==> config.mk <==
export PLATFORM = sky130hd
export DESIGN_NAME = adc_lane_rx
export DESIGN_NICKNAME = d
export VERILOG_FILES = /design/src/rtl/adc_lane_rx.sv
export SDC_FILE = /design/constraint.sdc
export NUM_CORES = 1
export LEC_CHECK = 0
export CORE_MARGIN = 2
export CORE_UTILIZATION = 55
export CTS_CLUSTER_DIAMETER = 150
export DETAILED_ROUTE_END_ITERATION = 10
export PLACE_DENSITY = 0.77
export SYNTH_ARGS = -nofsm -noshare
export SYNTH_HDL_FRONTEND = slang
export SYNTH_SLANG_ARGS = --single-unit
==> constraint.sdc <==
create_clock -name clk -period 2.87 [get_ports clk]
set_input_delay 0.4305 -clock clk [delete_from_list [all_inputs] [get_ports clk]]
set_output_delay 0.4305 -clock clk [all_outputs]
set_load 0.01 [all_outputs]
==> src/rtl/adc_lane_rx.sv <==
// Capture path for the 8-way interleaved SAR ADC: offset-binary to two's complement,
// per-lane offset removal with saturation, output FIFO and background mean calibration.
module adc_lane_rx #(
    parameter int WAYS       = 8,
    parameter int BITS       = 9,
    parameter int FIFO_DEPTH = 4,
    parameter int AVG_LOG2   = 8
) (
    input  logic                     clk,
    input  logic                     rst_n,
    input  logic                     en,
    input  logic [WAYS*BITS-1:0]     adc_data_in,
    input  logic                     offs_wr,
    input  logic [$clog2(WAYS)-1:0]  offs_lane,
    input  logic [BITS-1:0]          offs_val,
    input  logic                     cal_start,
    output logic                     cal_busy,
    output logic                     cal_done,
    output logic [WAYS*BITS-1:0]     out_data,
    output logic                     out_valid,
    input  logic                     out_ready,
    output logic                     ovf,
    input  logic                     clr_ovf
);
    localparam int VW = WAYS * BITS;
    localparam int AW = BITS + AVG_LOG2;
    localparam int PW = (FIFO_DEPTH > 1) ? $clog2(FIFO_DEPTH) : 1;
    localparam int CW = $clog2(FIFO_DEPTH + 1);
    localparam logic signed [BITS:0]   SAT_MAX   = {2'b00, {(BITS-1){1'b1}}};
    localparam logic signed [BITS:0]   SAT_MIN   = {2'b11, {(BITS-1){1'b0}}};
    localparam logic [BITS-1:0]        SAT_MAX_W = {1'b0, {(BITS-1){1'b1}}};
    localparam logic [BITS-1:0]        SAT_MIN_W = {1'b1, {(BITS-1){1'b0}}};

    typedef enum logic [1:0] {ST_IDLE, ST_ACC, ST_LOAD} cal_state_t;

    cal_state_t              state_q, state_d;
    logic [AVG_LOG2-1:0]     cnt_q, cnt_d;
    logic signed [AW-1:0]    acc_q [WAYS];
    logic signed [AW-1:0]    acc_d [WAYS];
    logic signed [BITS-1:0]  offset_q [WAYS];
    logic signed [BITS-1:0]  offset_d [WAYS];
    logic                    cal_done_q, cal_done_d;

    logic [VW-1:0]           s1_data_q, s1_data_d;
    logic                    s1_valid_q, s1_valid_d;

    logic [VW-1:0]           fifo_mem_q [FIFO_DEPTH];
    logic [PW-1:0]           wr_ptr_q, wr_ptr_d, rd_ptr_q, rd_ptr_d;
    logic [CW-1:0]           count_q, count_d;
    logic                    ovf_q, ovf_d;
    logic                    push, pop;

    logic signed [BITS-1:0]  conv [WAYS];
    logic [VW-1:0]           corr_vec;

    // Per-lane datapath: flip the MSB, subtract offset one bit wider, clamp.
    for (genvar gi = 0; gi < WAYS; gi++) begin : g_lane
        logic signed [BITS:0] diff;
        assign conv[gi] = {~adc_data_in[gi*BITS+BITS-1], adc_data_in[gi*BITS +: BITS-1]};
        assign diff     = {conv[gi][BITS-1], conv[gi]} - {offset_q[gi][BITS-1], offset_q[gi]};
        assign corr_vec[gi*BITS +: BITS] = (diff > SAT_MAX) ? SAT_MAX_W :
                                           (diff < SAT_MIN) ? SAT_MIN_W : diff[BITS-1:0];
    end

    always_comb begin
        state_d    = state_q;
        cnt_d      = cnt_q;
        acc_d      = acc_q;
        offset_d   = offset_q;
        cal_done_d = 1'b0;
        if (offs_wr) begin
            offset_d[offs_lane] = offs_val;
        end
        case (state_q)
            ST_IDLE: begin
                if (cal_start && en) begin
                    state_d = ST_ACC;
                    cnt_d   = '0;
                    for (int i = 0; i < WAYS; i++) acc_d[i] = '0;
                end
            end
            ST_ACC: begin
                if (!en) begin
                    state_d = ST_IDLE;
                end else begin
                    for (int i = 0; i < WAYS; i++) begin
                        acc_d[i] = acc_q[i] + {{AVG_LOG2{conv[i][BITS-1]}}, conv[i]};
                    end
                    cnt_d = cnt_q + AVG_LOG2'(1);
                    if (&cnt_q) state_d = ST_LOAD;
                end
            end
            ST_LOAD: begin
                // Taking the upper bits of the sum is an arithmetic shift (floor).
                for (int i = 0; i < WAYS; i++) offset_d[i] = acc_q[i][AW-1:AVG_LOG2];
                cal_done_d = 1'b1;
                state_d    = ST_IDLE;
            end
            default: state_d = ST_IDLE;
        endcase
    end

    always_comb begin
        s1_valid_d = en;
        s1_data_d  = en ? corr_vec : s1_data_q;

        pop  = (count_q != '0) && out_ready;
        push = s1_valid_q && ((count_q != CW'(FIFO_DEPTH)) || pop);

        wr_ptr_d = wr_ptr_q;
        rd_ptr_d = rd_ptr_q;
        count_d  = count_q;
        if (push) wr_ptr_d = (wr_ptr_q == PW'(FIFO_DEPTH-1)) ? '0 : wr_ptr_q + PW'(1);
        if (pop)  rd_ptr_d = (rd_ptr_q == PW'(FIFO_DEPTH-1)) ? '0 : rd_ptr_q + PW'(1);
        case ({push, pop})
            2'b10:   count_d = count_q + CW'(1);
            2'b01:   count_d = count_q - CW'(1);
            default: count_d = count_q;
        endcase

        if (s1_valid_q && !push) ovf_d = 1'b1;
        else if (clr_ovf)        ovf_d = 1'b0;
        else                     ovf_d = ovf_q;
    end

    always_ff @(posedge clk or negedge rst_n) begin
        if (!rst_n) begin
            state_q    <= ST_IDLE;
            cnt_q      <= '0;
            cal_done_q <= 1'b0;
            for (int i = 0; i < WAYS; i++) begin
                acc_q[i]    <= '0;
                offset_q[i] <= '0;
            end
            s1_data_q  <= '0;
            s1_valid_q <= 1'b0;
            wr_ptr_q   <= '0;
            rd_ptr_q   <= '0;
            count_q    <= '0;
            ovf_q      <= 1'b0;
        end else begin
            state_q    <= state_d;
            cnt_q      <= cnt_d;
            cal_done_q <= cal_done_d;
            acc_q      <= acc_d;
            offset_q   <= offset_d;
            s1_data_q  <= s1_data_d;
            s1_valid_q <= s1_valid_d;
            wr_ptr_q   <= wr_ptr_d;
            rd_ptr_q   <= rd_ptr_d;
            count_q    <= count_d;
            ovf_q      <= ovf_d;
        end
    end

    // Storage needs no reset: the pointers and count define what is live.
    always_ff @(posedge clk) begin
        if (push) fifo_mem_q[wr_ptr_q] <= s1_data_q;
    end

    assign out_valid = (count_q != '0);
    assign out_data  = out_valid ? fifo_mem_q[rd_ptr_q] : '0;
    assign ovf       = ovf_q;
    assign cal_busy  = (state_q != ST_IDLE);
    assign cal_done  = cal_done_q;

endmodule

# ---- Yosys cells after proc, flatten, opt, wreduce, memory -nomap -nowiden
# Memories as Yosys holds them, arrays and structs flattened.
# Index checks and enable logic that the tools add are counted.
dict set report op_classes {
  addsub 21
  order_cmp 18
  eq_ne 10
  muxes 40
  n_bitwise 9
  reduce_logical 17
}
# cell count
set ops {}
lappend ops {{$mux W136} 2}
lappend ops {{$pmux W136 S2} 1}
lappend ops {{$mux W72} 3}
lappend ops {{$mux W9} 17}
lappend ops {{$add A17 B17 Y17} 8}
lappend ops {{$gt A10 B9 Y1 const B} 8}
lappend ops {{$lt A10 B9 Y1 const B} 8}
lappend ops {{$sub A9 B9 Y10} 8}
lappend ops {{$bwmux W72} 1}
lappend ops {{$demux W9 S3} 1}
lappend ops {{$mux W8} 2}
lappend ops {{$pmux W8 S2} 1}
lappend ops {{$mux W2} 5}
lappend ops {{$reduce_bool A2 Y1} 5}
lappend ops {{$add A8 B1 Y8 const B} 1}
lappend ops {{$eq A2 B2 Y1 const B} 4}
lappend ops {{$not A1 Y1} 8}
lappend ops {{$reduce_and A8 Y1} 1}
lappend ops {{$ne A3 B3 Y1 const B} 2}
lappend ops {{$pmux W3 S2} 1}
lappend ops {{$logic_and A1 B1 Y1} 5}
lappend ops {{$mux W1} 5}
lappend ops {{$add A2 B1 Y2 const B} 2}
lappend ops {{$eq A2 B1 Y1 const B} 2}
lappend ops {{13 further kinds} 14}
dict set report word_totals {
  register_bits 300
  ram_bits 288
  input_bits 91
  out_inout_bits 76
  word_cells 141
  n_memories 1
}
# name words word_bits read_ports rd_clocked_by_memory_dff wr line_no
set memory_table {}
lappend memory_table {fifo_mem_q 4 72 1 0 1 47} ;# logic [VW-1:0] fifo_mem_q [FIFO_DEPTH];

# ---- Longest topological paths before layout
# Gate-level depths: netlist (run 1).
dict set report depth {
  word_depth 8
  ltp_mapped 11
  ltp_nobuf 10
}

# ---- Worst setup path before layout (run 1)
# No wires, ideal clock.
dict set report synth_path {
  kind {reg2reg}
  startpoint {register count_q[1]}
  endpoint {memory fifo_mem_q[0][0] (netlist bit), enable pin}
  setup_ns 0.438
  t_arrival_ns 2.411
  required_ns 2.432
  slack_ns 0.021
  stages_incl_launch_ff 5
  n_path_buf 0
  synth_period_minus_slack_ns 2.849
  cell_sequence {dfrtp_1 > nor2_1 > nand2_1 > o21a_1 > and2_1}
}
dict set report synth_between {
  elab_chain_len 6
  word_cells_on_any_way 7
  classes_between {1 x eq/ne; 2 x mux; 4 x reduce/logical}
}
# element line_no
set synth_rtl {}
lappend synth_rtl {{from (decl)} 49} ;# logic [CW-1:0] count_q, count_d;
lappend synth_rtl {{from (signal assigned)} 151} ;# count_q <= count_d;
lappend synth_rtl {{$reduce_bool A3 Y1} 107} ;# pop = (count_q != '0) && out_ready;
lappend synth_rtl {{$logic_and A1 B1 Y1} 107}
lappend synth_rtl {{$logic_or A1 B1 Y1 *} 108} ;# push = s1_valid_q && ((count_q != CW'(FIFO_DEPTH)) || pop);
lappend synth_rtl {{$logic_and A1 B1 Y1 *} 108}
lappend synth_rtl {{$mux W1 *} 158} ;# if (push) fifo_mem_q[wr_ptr_q] <= s1_data_q;
lappend synth_rtl {{$mux W1 (not written as such) *} 158}
lappend synth_rtl {{to (decl)} 47}
# Every way passes the cells marked *; elsewhere a longest branch is shown, timed or not.

# ---- Worst setup path in the final report (run 1)
dict set report layout_path {
  startpoint {register rd_ptr_q[0]}
  endpoint {output port out_data[58]}
}
dict set report layout_between {
  elab_chain_len 2
}
# element line_no
set layout_rtl {}
lappend layout_rtl {{from (decl)} 48} ;# logic [PW-1:0] wr_ptr_q, wr_ptr_d, rd_ptr_q, rd_ptr_d;
lappend layout_rtl {{from (signal assigned)} 150} ;# rd_ptr_q <= rd_ptr_d;
lappend layout_rtl {{$mem_v2 Z4 W72} -}
lappend layout_rtl {{$mux W72} 162} ;# assign out_data = out_valid ? fifo_mem_q[rd_ptr_q] : '0;
lappend layout_rtl {{to (decl)} 19} ;# output logic [WAYS*BITS-1:0] out_data,
# Every way passes these cells.

==> results of run 1 <==
cells by family after synthesis:
group | Yosys count | share of synthesized area, %
AOI/OAI and AO/OA | 758 | 15.16
xor gates and xnor gates | 150 | 4.103
adders and majority gates | 234 | 9.404
buffers and inverters | 239 | 2.809
DFF | 588 | 50.17
muxes | 164 | 7.946
and+or+nand+nor | 712 | 10.41
power groups by stage:
stage / Clock [uW] / Sequential, uW / Combinational (uW)
2_1_floorplan: 0 / 13100 / 10600
3_3_place_gp: 0 / 13800 / 16200
3_5_place_dp: 0 / 14000 / 16800
4_1_cts: 8700 / 13900 / 16900
5_1_grt: 9040 / 14200 / 18700
6_report: 8610 / 13900 / 17000
routing by layer:
layer	wire [microns]	GRT usage, %	up-vias
met3	5389	3.645	185
met4	2912	10.34	4
li1	-	-	11410
met1	36240	38.78	12260
met5	24	0	-
met2	41670	47.45	874
worst paths after layout:
check / startpoint / endpoint / slack [ns] / depth (start not counted)
max in group asynchronous: rst_n / acc_q[28] / 1.60 / 3
min in group clk: en / s1_valid_q / 0.37 / 2
min: rst_n / acc_q[66] / 0.33 / 2
max reg2reg: offset_q[18] / s1_data_q[52] / 0.15 / 9
max: rd_ptr_q[0] / out_data[58] / 0.006 / 6
min reg2reg: acc_q[119] / acc_q[119] / 0.47 / 2
state kept, by name, indices dropped and copies added, names as in the netlist:
name and count:
acc_q 136, cal_done 1, cnt_q 8, count_q 3, fifo_mem_q 288, offset_q 72
ovf 1, rd_ptr_q 2, s1_data_q 72, s1_valid_q 1, state_q 2, wr_ptr_q 2
synth_stat cells (all sizes together) (19+ instances only):
cell / number / area share, %
dfrtp: 300 / 23
edfxtp: 288 / 27
nand2: 276 / 3.2
o21ai: 255 / 4.0
ha: 206 / 8.0
a21oi: 158 / 2.5
nor2: 143 / 1.7
inv: 132 / 1.5
clkbuf: 93 / 1.1
and2: 81 / 1.6
mux2i: 79 / 2.5
xnor2: 75 / 2.1
xor2: 75 / 2.0
mux4: 72 / 5.0
a21o: 64 / 1.5
o21a: 47 / 1.1
nor3: 42 / 0.65
nor2b: 37 / 0.72
and3: 35 / 0.68
nand3: 34 / 0.53
a211oi: 30 / 0.70
o31ai: 24 / 0.59
o21bai: 20 / 0.47
o31a: 19 / 0.52
critical path, cell delays in order, from the launching register on:
cell and delay [ns]:
dfrtp_4 0.52, buf_12 0.17, buf_16 0.15, buf_4 0.15, mux4_2 0.47, and2_4 0.19
buf_2 0.14
area by class of cell:
class	instances	area share, %
clock inverter	26	1.108
multi-input combinational	2018	38.51
timing repair buffer	516	11.34
antenna	3	0.01899
tap	765	2.421
inverter	132	1.253
clock buffer	87	4.469
sequential	588	40.88
per-stage QoR:
stage	total power, uW	setup TNS, ns	std cells	hold slack, ns	util [%]
2_1_floorplan	23710	0	2845	0.1349	-
3_3_place_gp	29980	-15.65	3999	0.4163	64.26
3_5_place_dp	30880	-23.77	3999	0.4288	64.26
4_1_cts	39520	-0.2565	4129	0.3392	68.27
5_1_grt	41920	-0.04037	4133	0.3704	68.37
6_report	39600	0	4135	0.3315	68.38
placed cells by master (no fill, tap or decap), drive strengths merged, types with 17 or more instances in the layout:
| cell type | netlist | final |
|---|---|---|
| a211oi | 30 | 30 |
| a21o | 64 | 64 |
| a21oi | 158 | 158 |
| a31oi | 17 | 17 |
| and2 | 81 | 81 |
| and3 | 35 | 35 |
| buf | 14 | 361 |
| clkbuf | 93 | 97 |
| clkdlybuf4s50 | 0 | 92 |
| dfrtp | 300 | 300 |
| dlygate4sd2 | 0 | 43 |
| edfxtp | 288 | 288 |
| fa | 17 | 17 |
| ha | 206 | 206 |
| inv | 132 | 132 |
| mux2i | 79 | 79 |
| mux4 | 72 | 72 |
| nand2 | 276 | 276 |
| nand3 | 34 | 34 |
| nor2 | 143 | 143 |
| nor2b | 37 | 37 |
| nor3 | 42 | 42 |
| o21a | 47 | 47 |
| o21ai | 255 | 255 |
| o21bai | 20 | 20 |
| o2bb2ai | 17 | 17 |
| o31a | 19 | 19 |
| o31ai | 24 | 24 |
| xnor2 | 75 | 75 |
| xor2 | 75 | 75 |
timing repair:
| item | CTS | global route |
|---|---|---|
| hold endpoints to repair | 55 | 0 |
| endpoints found under the setup margin | 72 | 39 |
| setup buffers | 16 | 1 |
| hold buffers | 1 | 0 |
| gates resized for setup | 121 | 26 |
| cloned | 0 | 2 |
==> flow_summary.toml, run 1 <==
[power_and_ir_drop]
peakVddDrop_mv = 0.8617
sequentialPowerShare_pct = 35.2
p_clk_share_pct = 21.7
p_sw_share_pct = 35.19
leakagePower_uw = 0.01719
p_int_uw = 25670
power_frac_comb_pct = 43.0
p_per_area_nw_per_um2 = 1002
p_switching_uw = 13930

[synthesis]
seq_area_frac_synth_pct = 50.17
synth_edf_count = 288
netlist_area_sq_um = 32200
syn_inst = 2845
yosysWarnings = 0
async_reset_ff_share_pct = 51.02
syn_avg_cell_area_sq_um = 11.32
synthDistinctLibCells = 75
synth-seq-cells = 588
synth_ff_type = "dfrtp_1"
synth_nets = 3159

[sta]
min_period_over_period_pct = 99.80
setup_viol = 0
fin_skew_ns = 0.03015
finalHoldViolCount = 0
tightest_slew_ns = 0.9296
fin_ws_ns = 0.005861
fmax_mhz = 349.1
slew_viol_final = 0
period_needed_ns = 2.864
slew_headroom_pct = 37.83

[drt]
routed_wl_mm = 86.24
drt-pass1-iter-count = 5
wire_per_inst_microns = 20.86
drc = 0
vias = 24730
ant_nets = 0
vias_per_cell = 5.979
drtIter0Drc = 1993

[floorplanning]
die_w_microns = 246.0
core_sq_um = 57810
io_pins = 167
die_area_sq_um = 60500
die_y_microns = 246.0
start_util_pct = 55.70
rows = 88

[clock_tree]
htreeDepth = 2
cts_tree = "done"
cts_root_buf = "clkbuf_16"
clk_pin_slew_ns = 0.07
clkLatencyLatePin_ns = 0.65
numCtsBuffers = 61
cts_sinks = 588
clockBufferDepth = 3

[run]
maxCapViolCount = 0

[critical_path]
arrival_ns = 2.43
crit_type = "reg2out"
crit_path_max_fanout = 10
cp-start-kind = "register"
crit_path_end_kind = "output port"
cp.required_ns = 2.44

[place]
numPortBuffers = 166
placed_cell_area_sq_um = 37140
routabilityCongestion = 0.9073
dp_hpwl_mm = 58.80
pre_cts_ws_ns = -0.3842

[grt]
antenna_found_initial = 4
grt_overflow = 0
grt_max_degree = 85
grt_pass1_wl_mm = 136.2
grt_pass1_vias = 24990
grtUsageTotal_pct = 28.62

[finish]
regArea_sq_um = 16160
stdcell_area_sq_um = 39530
fillers = 4145
layout-drive-gt1-share_pct = 17.79
synthToLayoutAreaGrowth_pct = 22.76
multi_input_area_sq_um = 15220
layout.nets = 3631

[min_path]
min_path_type = "in2async"

[status]
status = "completed"
No activity file was read; power rests on OpenSTA's default activity.
==> inputs of run 2 (changes only) <==
--- a/config.mk
+++ b/config.mk
@@ -10,6 +10,7 @@
 export CTS_CLUSTER_DIAMETER = 150
 export DETAILED_ROUTE_END_ITERATION = 10
 export PLACE_DENSITY = 0.77
+export SLEW_MARGIN = 20
 export SYNTH_ARGS = -nofsm -noshare
 export SYNTH_HDL_FRONTEND = slang
 export SYNTH_SLANG_ARGS = --single-unit
==> results of run 2 <==
Same layout as run 1: the final DEF is identical, and so are final timing and power.
==> inputs of run 3 (changes only) <==
--- a/config.mk
+++ b/config.mk
@@ -6,10 +6,10 @@
 export NUM_CORES = 1
 export LEC_CHECK = 0
 export CORE_MARGIN = 2
-export CORE_UTILIZATION = 55
+export CORE_UTILIZATION = 50
 export CTS_CLUSTER_DIAMETER = 150
 export DETAILED_ROUTE_END_ITERATION = 10
-export PLACE_DENSITY = 0.77
+export PLACE_DENSITY = 0.71
 export SLEW_MARGIN = 20
 export SYNTH_ARGS = -nofsm -noshare
 export SYNTH_HDL_FRONTEND = slang
==> run 3 against run 2 <==
  * Maximum frequency is 1.3% higher
  * Non-clock buffer count shrank 22
  * Combinational power hardly changed
  * Critical path depth fell by 1
  * Sequential power about the same
  * Clock power is 3.5% lower
  * Via count is 2.9% lower
  * Global-route usage decreased by 3.6 points
  * Core utilization shrank 6.8 points
  * Total power is 1.7% lower
  * Critical path type unchanged
  * Largest power group unchanged
  * Highest routed layer unchanged
==> flow_summary.toml, run 3 (synthesis gave the netlist of run 1 again) <==
[clock_tree]
htreeDepth = 2
cts_tree = "done"
numCtsBuffers = 61
cts_sinks = 588
cts_root_buf = "clkbuf_16"
clockBufferDepth = 3
clkLatencyLatePin_ns = 0.64
clk_pin_slew_ns = 0.06

[finish]
fin_cells = 4215
largest_reg_flops = 288
synthToLayoutAreaGrowth_pct = 22.68
final_cell_mix = "buf_4 (302), dfrtp_1 (298), edfxtp_1 (288), nand2_1 (275), o21ai_0 (247)"
layout-drive-gt1-share_pct = 17.03
stdcell_area_sq_um = 39500
layout.nets = 3609
layout_commonest_cell = "buf_4"
top_regs = "fifo_mem_q (288), acc_q (136)"
top_register = "fifo_mem_q"
fin_util_pct = 61.61

[drt]
ant_nets = 0
wire_per_inst_microns = 19.70
vias_per_cell = 5.695
routed_wl_mm = 83.06
drt-pass1-iter-count = 7
drtIter0Drc = 1801
vias = 24000
drc = 0

[place]
dp_hpwl_mm = 57.89
pre_cts_ws_ns = -0.4053
dp.cells = 4071
routabilityCongestion = 0.8738
placed_cell_area_sq_um = 37100
numPortBuffers = 166

[sta]
fin_skew_ns = 0.02011
min_period_over_period_pct = 98.55
finalHoldViolCount = 0
setup_viol = 0
slew_headroom_pct = 36.66
slew_viol_final = 0
tightest_slew_ns = 0.9471
period_needed_ns = 2.828
fin_ws_ns = 0.04162
rsz0062_at_grt = "yes"
fmax_mhz = 353.6

[grt]
grtUsageTotal_pct = 24.99
grt_pass1_vias = 24410
grt_max_degree = 81
grt_overflow = 0
antenna_found_initial = 14
grt_pass1_wl_mm = 131.8

[critical_path]
r2r-start = "offset_q[63]"
crit_path_max_fanout = 9
worst_setup_path_endpoint = "out_data[32]"
reg2reg_to = "s1_data_q[4]"
crit_path_end_kind = "output port"
critical_path.max_stage_delay_ns = 0.56
cp-startpoint = "rd_ptr_q[0]"
worst-path-buf-inv = 3
slowest_stage = "mux4_2"
path_cells = "buf_12 > buf_16 > mux4_2 > and2_1 > dlygate4sd2_1"
rrSetupSlack_ns = 0.17
worst-path-stages = 5
r2r_cells = 10
cp-start-kind = "register"
cp_top_family = "buffers and inverters"
cp.required_ns = 2.44
arrival_ns = 2.40
crit_type = "reg2out"

[power_and_ir_drop]
p_int_uw = 25280
p_clk_share_pct = 21.4
p_switching_uw = 13640
p_sw_share_pct = 35.04
leakagePower_uw = 0.01704
p_per_area_nw_per_um2 = 985.2
power_frac_comb_pct = 43.1
sequentialPowerShare_pct = 35.5
peakVddDrop_mv = 0.5845

[floorplanning]
rows = 93
die_y_microns = 257.8
start_util_pct = 50.22
die_w_microns = 257.8
core_sq_um = 64120
io_pins = 167
die_area_sq_um = 66450

[min_path]
min_path_type = "in2reg"

[status]
status = "completed"

[run]
maxCapViolCount = 0
run 3: changes by cell type in the layout (fill, tap and decap cells not counted), moves of 5 or more:
cell	before	now
buf_2	13	3
buf_4	321	302
clkbuf_1	14	9
clkdlybuf4s15_1	4	18
diode_2	3	13
dlymetal6s2s_1	5	0
run 3: final cells by class:
| class | count | area, sq um |
|---|---|---|
| clock buffers | 84 | 1775 |
| multi-input cells | 2018 | 15210 |
| fillers | 4996 | 24610 |
| flip-flops and latches | 588 | 16160 |
| clock inverters | 31 | 376.6 |
| well taps | 855 | 1070 |
| repair buffers | 494 | 4379 |
| diodes | 13 | 32.53 |
| inverters | 132 | 495.5 |
run 3: power by group through the flow:
| stage | sequential, uW | combinational, uW | clock (uW) |
|---|---|---|---|
| 2_1_floorplan | 13100 | 10600 | 0 |
| 3_3_place_gp | 13700 | 16200 | 0 |
| 3_5_place_dp | 13900 | 16700 | 0 |
| 4_1_cts | 13800 | 16800 | 8440 |
| 5_1_grt | 14100 | 18400 | 8780 |
| 6_report | 13800 | 16800 | 8310 |
run 3: metal layers:
layer / GRT usage, % / routed length (microns)
met1: 33.99 / 36550
met2: 41.13 / 39140
met3: 3.769 / 4695
met4: 8.671 / 2652
met5: 0 / 12
run 3: worst min path at each step:
stage,from,to,slack [ns],cells after the start
6_report,en,s1_data_q[27],0.27,3
5_1_grt,en,s1_data_q[28],0.28,3
4_1_cts,en,s1_data_q[28],0.25,3
3_5_place_dp,acc_q[51],acc_q[51],0.46,2
3_3_place_gp,acc_q[119],acc_q[119],0.46,2
2_1_floorplan,rst_n,acc_q[0],0.13,0
run 3: tightest hold or removal path, stage by stage:
cell and delay (ns):
buf_2 0.11, inv_2 0.15, o2bb2ai_1 0.17
run 3: what timing repair did:
| item | CTS | global route |
|---|---|---|
| hold buffers | 1 | 0 |
| pin swaps | 0 | 0 |
| cloned | 4 | 1 |
| setup endpoints to repair | 73 | 46 |
| setup buffers | 10 | 0 |
| endpoints found under the hold margin | 71 | 0 |
| resized for setup | 94 | 35 |
run 3: stage by stage:
| stage | TNS (ns) | hold slack, ns | total power (uW) |
|---|---|---|---|
| final | 0 | 0.2659 | 38920 |
| after floorplan | 0 | 0.1349 | 23710 |
| after global placement | -14.96 | 0.4557 | 29940 |
| after CTS | -0.5798 | 0.2516 | 38970 |
| after global routing | -0.03874 | 0.2752 | 41330 |
| after detailed placement | -21.34 | 0.4647 | 30670 |
